File: config.mk
export PLATFORM = sky130hd
export DESIGN_NAME = mips32i_single_cycle
export DESIGN_NICKNAME = d
export VERILOG_FILES = /design/src/rtl/mips32i_single_cycle.sv
export SDC_FILE = /design/constraint.sdc
export NUM_CORES = 2
export LEC_CHECK = 0
export CAP_MARGIN = 5
export CORE_MARGIN = 4
export CORE_UTILIZATION = 60
export DETAILED_ROUTE_END_ITERATION = 12
export DONT_BUFFER_PORTS = 1
export GPL_TIMING_DRIVEN = 0
export PLACE_DENSITY = 0.76
export SLEW_MARGIN = 10
export SYNTH_ARGS = -nofsm -noshare
export SYNTH_HDL_FRONTEND = slang
export SYNTH_SLANG_ARGS = --single-unit
export TNS_END_PERCENT = 30
File: constraint.sdc
create_clock -name clk -period 14.13 [get_ports clk]
set_input_delay 4.239 -clock clk [delete_from_list [all_inputs] [get_ports clk]]
set_output_delay 4.239 -clock clk [all_outputs]
set_load 0.03 [all_outputs]
File: src/rtl/mips32i_single_cycle.sv
// Single-cycle MIPS32 integer core: one instruction per rising edge. Instruction and data
// memory are read combinationally; the core does load sign-extension and register writeback.
module mips32i_single_cycle #(
  parameter logic [31:0] RESET_PC = 32'h0000_0000
) (
  input  logic        clk,
  input  logic        rst,
  input  logic [31:0] inst_in,
  input  logic [31:0] data_in,
  output logic [31:0] data_out,
  output logic [31:0] address_out,
  output logic        mem_wt_en,
  output logic        mem_rd_en,
  output logic [1:0]  mem_size_sel,
  output logic [31:0] PC_out
);

  localparam logic [5:0] OP_RTYPE = 6'h00, OP_J     = 6'h02, OP_JAL   = 6'h03;
  localparam logic [5:0] OP_BEQ   = 6'h04, OP_BNE   = 6'h05, OP_BLEZ  = 6'h06;
  localparam logic [5:0] OP_BGTZ  = 6'h07, OP_ADDI  = 6'h08, OP_ADDIU = 6'h09;
  localparam logic [5:0] OP_SLTI  = 6'h0A, OP_SLTIU = 6'h0B, OP_ANDI  = 6'h0C;
  localparam logic [5:0] OP_ORI   = 6'h0D, OP_XORI  = 6'h0E, OP_LUI   = 6'h0F;
  localparam logic [5:0] OP_LB    = 6'h20, OP_LH    = 6'h21, OP_LW    = 6'h23;
  localparam logic [5:0] OP_LBU   = 6'h24, OP_LHU   = 6'h25, OP_SB    = 6'h28;
  localparam logic [5:0] OP_SH    = 6'h29, OP_SW    = 6'h2B;

  localparam logic [5:0] F_SLL  = 6'h00, F_SRL  = 6'h02, F_SRA  = 6'h03;
  localparam logic [5:0] F_SLLV = 6'h04, F_SRLV = 6'h06, F_SRAV = 6'h07;
  localparam logic [5:0] F_JR   = 6'h08, F_JALR = 6'h09, F_ADD  = 6'h20;
  localparam logic [5:0] F_ADDU = 6'h21, F_SUB  = 6'h22, F_SUBU = 6'h23;
  localparam logic [5:0] F_AND  = 6'h24, F_OR   = 6'h25, F_XOR  = 6'h26;
  localparam logic [5:0] F_NOR  = 6'h27, F_SLT  = 6'h2A, F_SLTU = 6'h2B;

  localparam logic [1:0] SIZE_BYTE = 2'b00, SIZE_HALF = 2'b01, SIZE_WORD = 2'b11;

  logic [31:0] pc_q, pc_d;
  logic [31:0] regs_q [32];

  logic [5:0]  opcode, funct;
  logic [4:0]  rs, rt, rd, shamt;
  logic [15:0] imm16;
  logic [25:0] index26;

  logic [31:0] rs_val, rt_val, sext_imm, zext_imm;
  logic [31:0] pc_plus4, branch_target, jump_target;

  logic        rf_we;
  logic [4:0]  rf_waddr;
  logic [31:0] rf_wdata;
  logic        mem_rd, mem_wt;
  logic [1:0]  mem_size;

  assign opcode  = inst_in[31:26];
  assign rs      = inst_in[25:21];
  assign rt      = inst_in[20:16];
  assign rd      = inst_in[15:11];
  assign shamt   = inst_in[10:6];
  assign funct   = inst_in[5:0];
  assign imm16   = inst_in[15:0];
  assign index26 = inst_in[25:0];

  assign rs_val   = (rs == 5'd0) ? 32'h0 : regs_q[rs];
  assign rt_val   = (rt == 5'd0) ? 32'h0 : regs_q[rt];
  assign sext_imm = {{16{imm16[15]}}, imm16};
  assign zext_imm = {16'h0, imm16};

  assign pc_plus4      = pc_q + 32'd4;
  assign branch_target = pc_plus4 + {sext_imm[29:0], 2'b00};
  assign jump_target   = {pc_plus4[31:28], index26, 2'b00};

  // Effective address is always formed; only the strobes say whether memory uses it.
  assign address_out  = rs_val + sext_imm;
  assign data_out     = rt_val;
  assign mem_wt_en    = mem_wt;
  assign mem_rd_en    = mem_rd;
  assign mem_size_sel = mem_size;
  assign PC_out       = pc_q;

  always_comb begin
    // NOTE: every decode output is defaulted first so no path through the case infers a latch.
    pc_d     = pc_plus4;
    rf_we    = 1'b0;
    rf_waddr = rt;
    rf_wdata = 32'h0;
    mem_rd   = 1'b0;
    mem_wt   = 1'b0;
    mem_size = SIZE_WORD;

    case (opcode)
      OP_RTYPE: begin
        rf_we    = 1'b1;
        rf_waddr = rd;
        case (funct)
          F_SLL:         rf_wdata = rt_val << shamt;
          F_SRL:         rf_wdata = rt_val >> shamt;
          F_SRA:         rf_wdata = $signed(rt_val) >>> shamt;
          F_SLLV:        rf_wdata = rt_val << rs_val[4:0];
          F_SRLV:        rf_wdata = rt_val >> rs_val[4:0];
          F_SRAV:        rf_wdata = $signed(rt_val) >>> rs_val[4:0];
          F_JR: begin
            rf_we = 1'b0;
            pc_d  = rs_val;
          end
          F_JALR: begin
            rf_wdata = pc_plus4;
            pc_d     = rs_val;
          end
          F_ADD, F_ADDU: rf_wdata = rs_val + rt_val;
          F_SUB, F_SUBU: rf_wdata = rs_val - rt_val;
          F_AND:         rf_wdata = rs_val & rt_val;
          F_OR:          rf_wdata = rs_val | rt_val;
          F_XOR:         rf_wdata = rs_val ^ rt_val;
          F_NOR:         rf_wdata = ~(rs_val | rt_val);
          F_SLT:         rf_wdata = {31'h0, $signed(rs_val) < $signed(rt_val)};
          F_SLTU:        rf_wdata = {31'h0, rs_val < rt_val};
          default:       rf_we = 1'b0;
        endcase
      end
      OP_J:   pc_d = jump_target;
      OP_JAL: begin
        pc_d     = jump_target;
        rf_we    = 1'b1;
        rf_waddr = 5'd31;
        rf_wdata = pc_plus4;
      end
      OP_BEQ:  if (rs_val == rt_val) pc_d = branch_target;
      OP_BNE:  if (rs_val != rt_val) pc_d = branch_target;
      OP_BLEZ: if ($signed(rs_val) <= 0) pc_d = branch_target;
      OP_BGTZ: if ($signed(rs_val) > 0) pc_d = branch_target;
      OP_ADDI, OP_ADDIU: begin rf_we = 1'b1; rf_wdata = rs_val + sext_imm; end
      OP_SLTI:  begin rf_we = 1'b1; rf_wdata = {31'h0, $signed(rs_val) < $signed(sext_imm)}; end
      OP_SLTIU: begin rf_we = 1'b1; rf_wdata = {31'h0, rs_val < sext_imm}; end
      OP_ANDI:  begin rf_we = 1'b1; rf_wdata = rs_val & zext_imm; end
      OP_ORI:   begin rf_we = 1'b1; rf_wdata = rs_val | zext_imm; end
      OP_XORI:  begin rf_we = 1'b1; rf_wdata = rs_val ^ zext_imm; end
      OP_LUI:   begin rf_we = 1'b1; rf_wdata = {imm16, 16'h0}; end
      // Memory returns lane-aligned, zero-extended data; only signed loads need extension.
      OP_LB: begin
        mem_rd = 1'b1; mem_size = SIZE_BYTE; rf_we = 1'b1;
        rf_wdata = {{24{data_in[7]}}, data_in[7:0]};
      end
      OP_LH: begin
        mem_rd = 1'b1; mem_size = SIZE_HALF; rf_we = 1'b1;
        rf_wdata = {{16{data_in[15]}}, data_in[15:0]};
      end
      OP_LBU: begin mem_rd = 1'b1; mem_size = SIZE_BYTE; rf_we = 1'b1; rf_wdata = data_in; end
      OP_LHU: begin mem_rd = 1'b1; mem_size = SIZE_HALF; rf_we = 1'b1; rf_wdata = data_in; end
      OP_LW:  begin mem_rd = 1'b1; mem_size = SIZE_WORD; rf_we = 1'b1; rf_wdata = data_in; end
      OP_SB:  begin mem_wt = 1'b1; mem_size = SIZE_BYTE; end
      OP_SH:  begin mem_wt = 1'b1; mem_size = SIZE_HALF; end
      OP_SW:  begin mem_wt = 1'b1; mem_size = SIZE_WORD; end
      default: ;
    endcase

    if (rst) begin
      rf_we  = 1'b0;
      mem_rd = 1'b0;
      mem_wt = 1'b0;
    end
  end

  always_ff @(posedge clk) begin
    // NOTE: non-blocking assignments so PC and register file both update from pre-edge values.
    if (rst) begin
      pc_q <= RESET_PC;
      // NOTE: clearing every entry on reset keeps the register file in flops, never a RAM macro.
      for (int i = 0; i < 32; i++) regs_q[i] <= 32'h0;
    end else begin
      pc_q <= pc_d;
      if (rf_we && (rf_waddr != 5'd0)) regs_q[rf_waddr] <= rf_wdata;
    end
  end

endmodule

==> flow_metrics.env, run 1 <==
export IMPL_run_status="did not finish"
export IMPL_last_stage_reached="global routing"
export IMPL_flow_first_error="[ERROR GRT-0116] Global routing finished with congestion. Check the congestion regions in the DRC Viewer."
export IMPL_yosys_area_share_simple=0.131
export IMPL_place_congestion=1.20
export IMPL_first_global_vias=75000
export IMPL_synth_yosys_warnings=0
export IMPL_htreeDepth=3
export IMPL_placement_rows=126
export IMPL_grt_overflow=35
export IMPL_grt_first_pass_wirelength_mm=641
export IMPL_clk_path_buf_depth=3
export IMPL_synthXorXnorAreaFrac=0.0174
export IMPL_cts_made_buffers=102
export IMPL_ys_seq_elements=1056
export IMPL_pin_count_of_the_biggest_net_entering_global_routing=35
export IMPL_ys_types=107
export IMPL_globalRouteTotalUtil=0.740
export IMPL_post_synth_instance_area_um2=72200
export IMPL_dpl_cell_area_um2=76000
export IMPL_synth_compound_gate_area_share=0.132
export IMPL_ctsRootBufferMaster="clkbuf_16"
export IMPL_dp_final_hpwl_mm=319
export IMPL_synth_edff_count=1024
export IMPL_synth_area_mux_share=0.199
export IMPL_synthesis_instances=6670
export IMPL_floorplan_die_width_um=355
export IMPL_hold_fix_buffers_cts=0
export IMPL_synth_top_family_by_area="multiplexers"
export IMPL_port_buffers=0
export IMPL_tritoncts_num_sinks=1056
export IMPL_sequential_fraction_of_the_synthesis_area=0.435
export IMPL_die_height_um=355
export IMPL_yosys_area_share_adder=0.0382
export IMPL_initial_core_util=0.608
export IMPL_asyncSetResetFlopFracSynth=0
export IMPL_syn_mean_instance_area_um2=10.8
export IMPL_synth_top_flop_cell="edfxtp_1"
export IMPL_design_portCount=166
## logic make-up after synthesis
logic type / Yosys count
other: 1
buffers and inverters: 756
DFF: 1056
and+or+nand+nor: 2174
xor gates and xnor gates: 143
adders and majority gates: 218
AOI/OAI and AO/OA: 1378
muxes: 944
## what timing repair did
item,4_1_cts
pin swaps,7
resized for setup,214
setup buffers,10
setup endpoints to repair,299
## cells in the mapped netlist, types with 102 or more instances
master | n | share of area
a21oi_1 | 306 | 0.021
a22oi_1 | 102 | 0.011
buf_2 | 152 | 0.011
clkbuf_1 | 328 | 0.017
edfxtp_1 | 1024 | 0.43
ha_1 | 214 | 0.037
inv_1 | 158 | 0.0082
mux2i_1 | 479 | 0.066
mux4_2 | 387 | 0.12
nand2_1 | 378 | 0.020
nor2_1 | 1265 | 0.066
o21ai_0 | 201 | 0.014
o22ai_1 | 108 | 0.0094
xnor2_1 | 113 | 0.014
## per-layer routing
layer,overflow,track usage
met3,2,0.603
met5,0,0.355
met2,14,0.900
met1,2,0.722
met4,17,0.746
## per-stage QoR
stage / hold WS (ns) / setup slack, ns / utilization / instances
CTS: 0.834 / -0.00226 / 0.676 / 8589
floorplan: 0.692 / 0.508 / - / 6701
detailed placement: 0.824 / -2.24 / 0.640 / 8395
global placement: 0.819 / -7.87 / 0.626 / 8301
==> run 2, diff against run 1 <==
--- a/config.mk
+++ b/config.mk
@@ -7,11 +7,11 @@
 export LEC_CHECK = 0
 export CAP_MARGIN = 5
 export CORE_MARGIN = 4
-export CORE_UTILIZATION = 60
+export CORE_UTILIZATION = 40
 export DETAILED_ROUTE_END_ITERATION = 12
 export DONT_BUFFER_PORTS = 1
 export GPL_TIMING_DRIVEN = 0
-export PLACE_DENSITY = 0.76
+export PLACE_DENSITY_LB_ADDON = 0.15
 export SLEW_MARGIN = 10
 export SYNTH_ARGS = -nofsm -noshare
 export SYNTH_HDL_FRONTEND = slang
==> run 2 against run 1 <==
Compared with the run above: area after synthesis unchanged; synthesized cell count unchanged; the flow now finishes, with violations (capacitance limit, slew limit, setup timing).
==> flow_metrics.env, run 2 <==
export IMPL_run_status="finished with violations"
export IMPL_violations="capacitance limit, slew limit, setup timing"
export IMPL_crit_path_max_fanout=10
export IMPL_first_global_vias=63700
export IMPL_mostFrequentLayoutCell="nor2_1"
export IMPL_die_height_um=433
export IMPL_clock_skew_final_ns=0.0646
export IMPL_synth_edff_count=1024
export IMPL_static_leakage_uw=0.0295
export IMPL_worst_slack_ns=-0.755
export IMPL_top_cell_type_s_share_of_synthesized_area=0.426
export IMPL_hold_fix_buffers_cts=0
export IMPL_ff2ff_path_depth=20
export IMPL_port_buffers=0
export IMPL_power_net_switching_uw=3650
export IMPL_grt_overflow=0
export IMPL_cts_made_buffers=117
export IMPL_crit_required_ns=14.61
export IMPL_worst_hold_path_class="register to register"
export IMPL_synth_top_flop_cell="edfxtp_1"
export IMPL_period_utilization_post_route=1.05
export IMPL_achievable_frequency_ghz=0.0672
export IMPL_setup_viol=256
export IMPL_power_switching_fraction=0.378
export IMPL_regToRegStartpoint="regs_q[23][9]$_SDFFCE_PN0P_"
export IMPL_pin_count_of_the_biggest_net_entering_global_routing=35
export IMPL_max_slew_margin_rel=-0.0605
export IMPL_largest_reg_flops=1024
export IMPL_die_area_um2=187000
export IMPL_design_portCount=166
export IMPL_num_fill_cells=16900
export IMPL_clk_latency_ns=0.81
export IMPL_critical_path_startpoint_type="primary input"
export IMPL_hold_path_cell_count=2
export IMPL_detailed_router_iteration_count_before_antenna_repair=9
export IMPL_fraction_of_layout_instances_using_a_drive_strength_above_1=0.187
export IMPL_worst_slew_pin_transition_ns=1.59
export IMPL_post_synth_instance_area_um2=72200
export IMPL_growth_of_design_area_from_synthesis_to_finish_pct=14.7
export IMPL_per_cell_routed_wire_length_um=50.6
export IMPL_synth_top_cells_by_area="edfxtp_1 43%, mux4_2 12%, mux2i_1 6.6%"
export IMPL_hold_path_endpoint="PC_out[1]$_SDFFE_PP0P_"
export IMPL_power_per_cell_area_nw_per_um2=117
export IMPL_initial_core_util=0.403
export IMPL_hold_violations=0
export IMPL_drv_slew=36
export IMPL_ys_seq_elements=1056
export IMPL_route_vias_total=69900
export IMPL_ys_types=107
export IMPL_routed_wl_mm=479
export IMPL_syn_mean_instance_area_um2=10.8
export IMPL_worst_r2r_endpoint="regs_q[10][24]$_SDFFCE_PN0P_"
export IMPL_hold_start="PC_out[1]$_SDFFE_PP0P_"
export IMPL_number_of_antenna_violations_at_the_first_check_in_global_routing=58
export IMPL_post_route_drc_count=0
export IMPL_timing_critical_path_to_type="register"
export IMPL_setup_worst_path_class="primary input to register"
export IMPL_cp_arrival_ns=15.36
export IMPL_drt_antenna_violating_nets=0
export IMPL_grt_first_pass_wirelength_mm=615
export IMPL_synthesis_instances=6670
export IMPL_clkTransAtPathRegs_ns=0.08
export IMPL_intPower_uw=6020
export IMPL_clock_power_share=0.316
export IMPL_globalRouteTotalUtil=0.498
export IMPL_placement_rows=155
export IMPL_synth_common_cells="1265 x nor2_1, 1024 x edfxtp_1, 479 x mux2i_1, 387 x mux4_2, 378 x nand2_1"
export IMPL_max_vdd_ir_drop_v=0.000111
export IMPL_asyncSetResetFlopFracSynth=0
export IMPL_cell_taking_the_most_area_after_synthesis="edfxtp_1"
export IMPL_registers_top_by_ff_count="regs_q"
export IMPL_max_cap_viol_count=4
export IMPL_finalWorstPathRequiredPeriod_ns=14.89
export IMPL_most_common_layout_cells="1257 x nor2_1, 1024 x edfxtp_1, 470 x mux2i_1"
export IMPL_dr_first_iter_drc_count=12900
export IMPL_ff2ff_setup_slack_ns=4.45
export IMPL_core_region_area_um2=179000
export IMPL_seq_power_share=0.375
export IMPL_combinational_power_share=0.309
export IMPL_floorplan_die_width_um=433
export IMPL_clk_path_buf_depth=3
export IMPL_tritoncts_num_sinks=1056
export IMPL_synth_yosys_warnings=0
export IMPL_place_congestion=1.13
export IMPL_fin_nets=7245
export IMPL_detail_routed_via_count_per_cell=7.38
export IMPL_yosys_cell_count_top_type="nor2_1"
export IMPL_sequential_fraction_of_the_synthesis_area=0.435
export IMPL_dp_final_hpwl_mm=353
export IMPL_ctsRootBufferMaster="clkbuf_16"
export IMPL_clock_tree_from_tritoncts="yes"
export IMPL_htreeDepth=3
export IMPL_placement_setup_worst_slack_ns=-3.04
export IMPL_fin_tns_setup_ns=-101.10
==> run 2: cell counts after synthesis <==
Identical to the previous run, type by type.
==> run 2: per-layer routing <==
metal | up-vias | wire length (um) | GRT usage
li1 | 25900 | - | -
met1 | 34800 | 159000 | 0.562
met2 | 7037 | 192000 | 0.688
met3 | 2118 | 72300 | 0.233
met4 | 46 | 55800 | 0.462
met5 | - | 899 | 0.0180
==> run 2: power groups by stage <==
stage | combinational, uW | sequential (uW) | clock (uW)
5_1_grt | 2960 | 3630 | 3120
2_1_floorplan | 1460 | 3660 | 0
6_report | 2980 | 3620 | 3060
4_1_cts | 2760 | 3620 | 3000
3_5_place_dp | 2670 | 3680 | 0
3_3_place_gp | 2590 | 3690 | 0
==> run 2: layout make-up <==
cell class              instances  area, um^2  share of cell area
repair buffers                148        1720              0.0208
inverters                     171         688             0.00831
multi-input cells            4889       38800               0.468
clock inverters                69         574             0.00694
plain buffers                 578        3500              0.0423
well taps                    2355        2950              0.0356
diodes                         67         168             0.00203
clock buffers                 146        3040              0.0367
flip-flops and latches       1056       31400               0.379
==> run 2: repair_timing <==
action,CTS,global route
gates resized for setup,250,99
buffers inserted,32,21
setup endpoints to repair,241,180
pin swaps,13,10
==> run 2: stage by stage <==
| step | std cells | util | power, uW | hold WS [ns] | instance area [um^2] |
|---|---|---|---|---|---|
| 6_report | 9479 | 0.462 | 9670 | 0.827 | 82800 |
| 4_1_cts | 9390 | 0.458 | 9380 | 0.805 | 82000 |
| 5_1_grt | 9427 | 0.462 | 9710 | 0.840 | 82700 |
| 2_1_floorplan | 6701 | - | 5110 | 0.692 | 72300 |
| 3_3_place_gp | 9056 | 0.420 | 6280 | 0.785 | 75200 |
| 3_5_place_dp | 9146 | 0.430 | 6350 | 0.795 | 77100 |
==> run 2: critical path, cell delays in order <==
cell and delay, ns:
buf_2 0.33, buf_2 0.56, buf_2 0.74, clkbuf_2 0.86, mux4_2 0.42, a221oi_1 1.06
a21oi_1 0.40, o2111ai_4 0.89, inv_2 0.51, ha_1 0.39, a21o_1 0.19, a21oi_1 0.13
nor2b_1 0.06, a311oi_1 0.25, nand2_1 0.24, a221oi_1 0.57, nor2_1 0.12, mux2i_1 0.21
a2111oi_0 0.83, nand4_1 0.68, a221oi_4 1.01, buf_2 0.47, nor2_1 0.08
==> run 2: cell families after synthesis <==
group | Yosys count | synth area share
buffers and inverters | 756 | 0.0475
and+or+nand+nor | 2174 | 0.131
DFF | 1056 | 0.435
xor gates and xnor gates | 143 | 0.0174
other | 1 | 0.0000520
AOI/OAI and AO/OA | 1378 | 0.132
adders and majority gates | 218 | 0.0382
muxes | 944 | 0.199
==> run 2: worst max-delay path by stage <==
| stage | start | endpoint |
|---|---|---|
| floorplan | inst_in[22] | address_out[31] |
| global placement | inst_in[23] | address_out[28] |
| detailed placement | inst_in[22] | address_out[31] |
| CTS | inst_in[25] | address_out[20] |
| global route | inst_in[23] | address_out[31] |
| finish | inst_in[17] | regs_q[10][24]$_SDFFCE_PN0P_ |
Note: power is estimated with default switching activity, not from simulation.
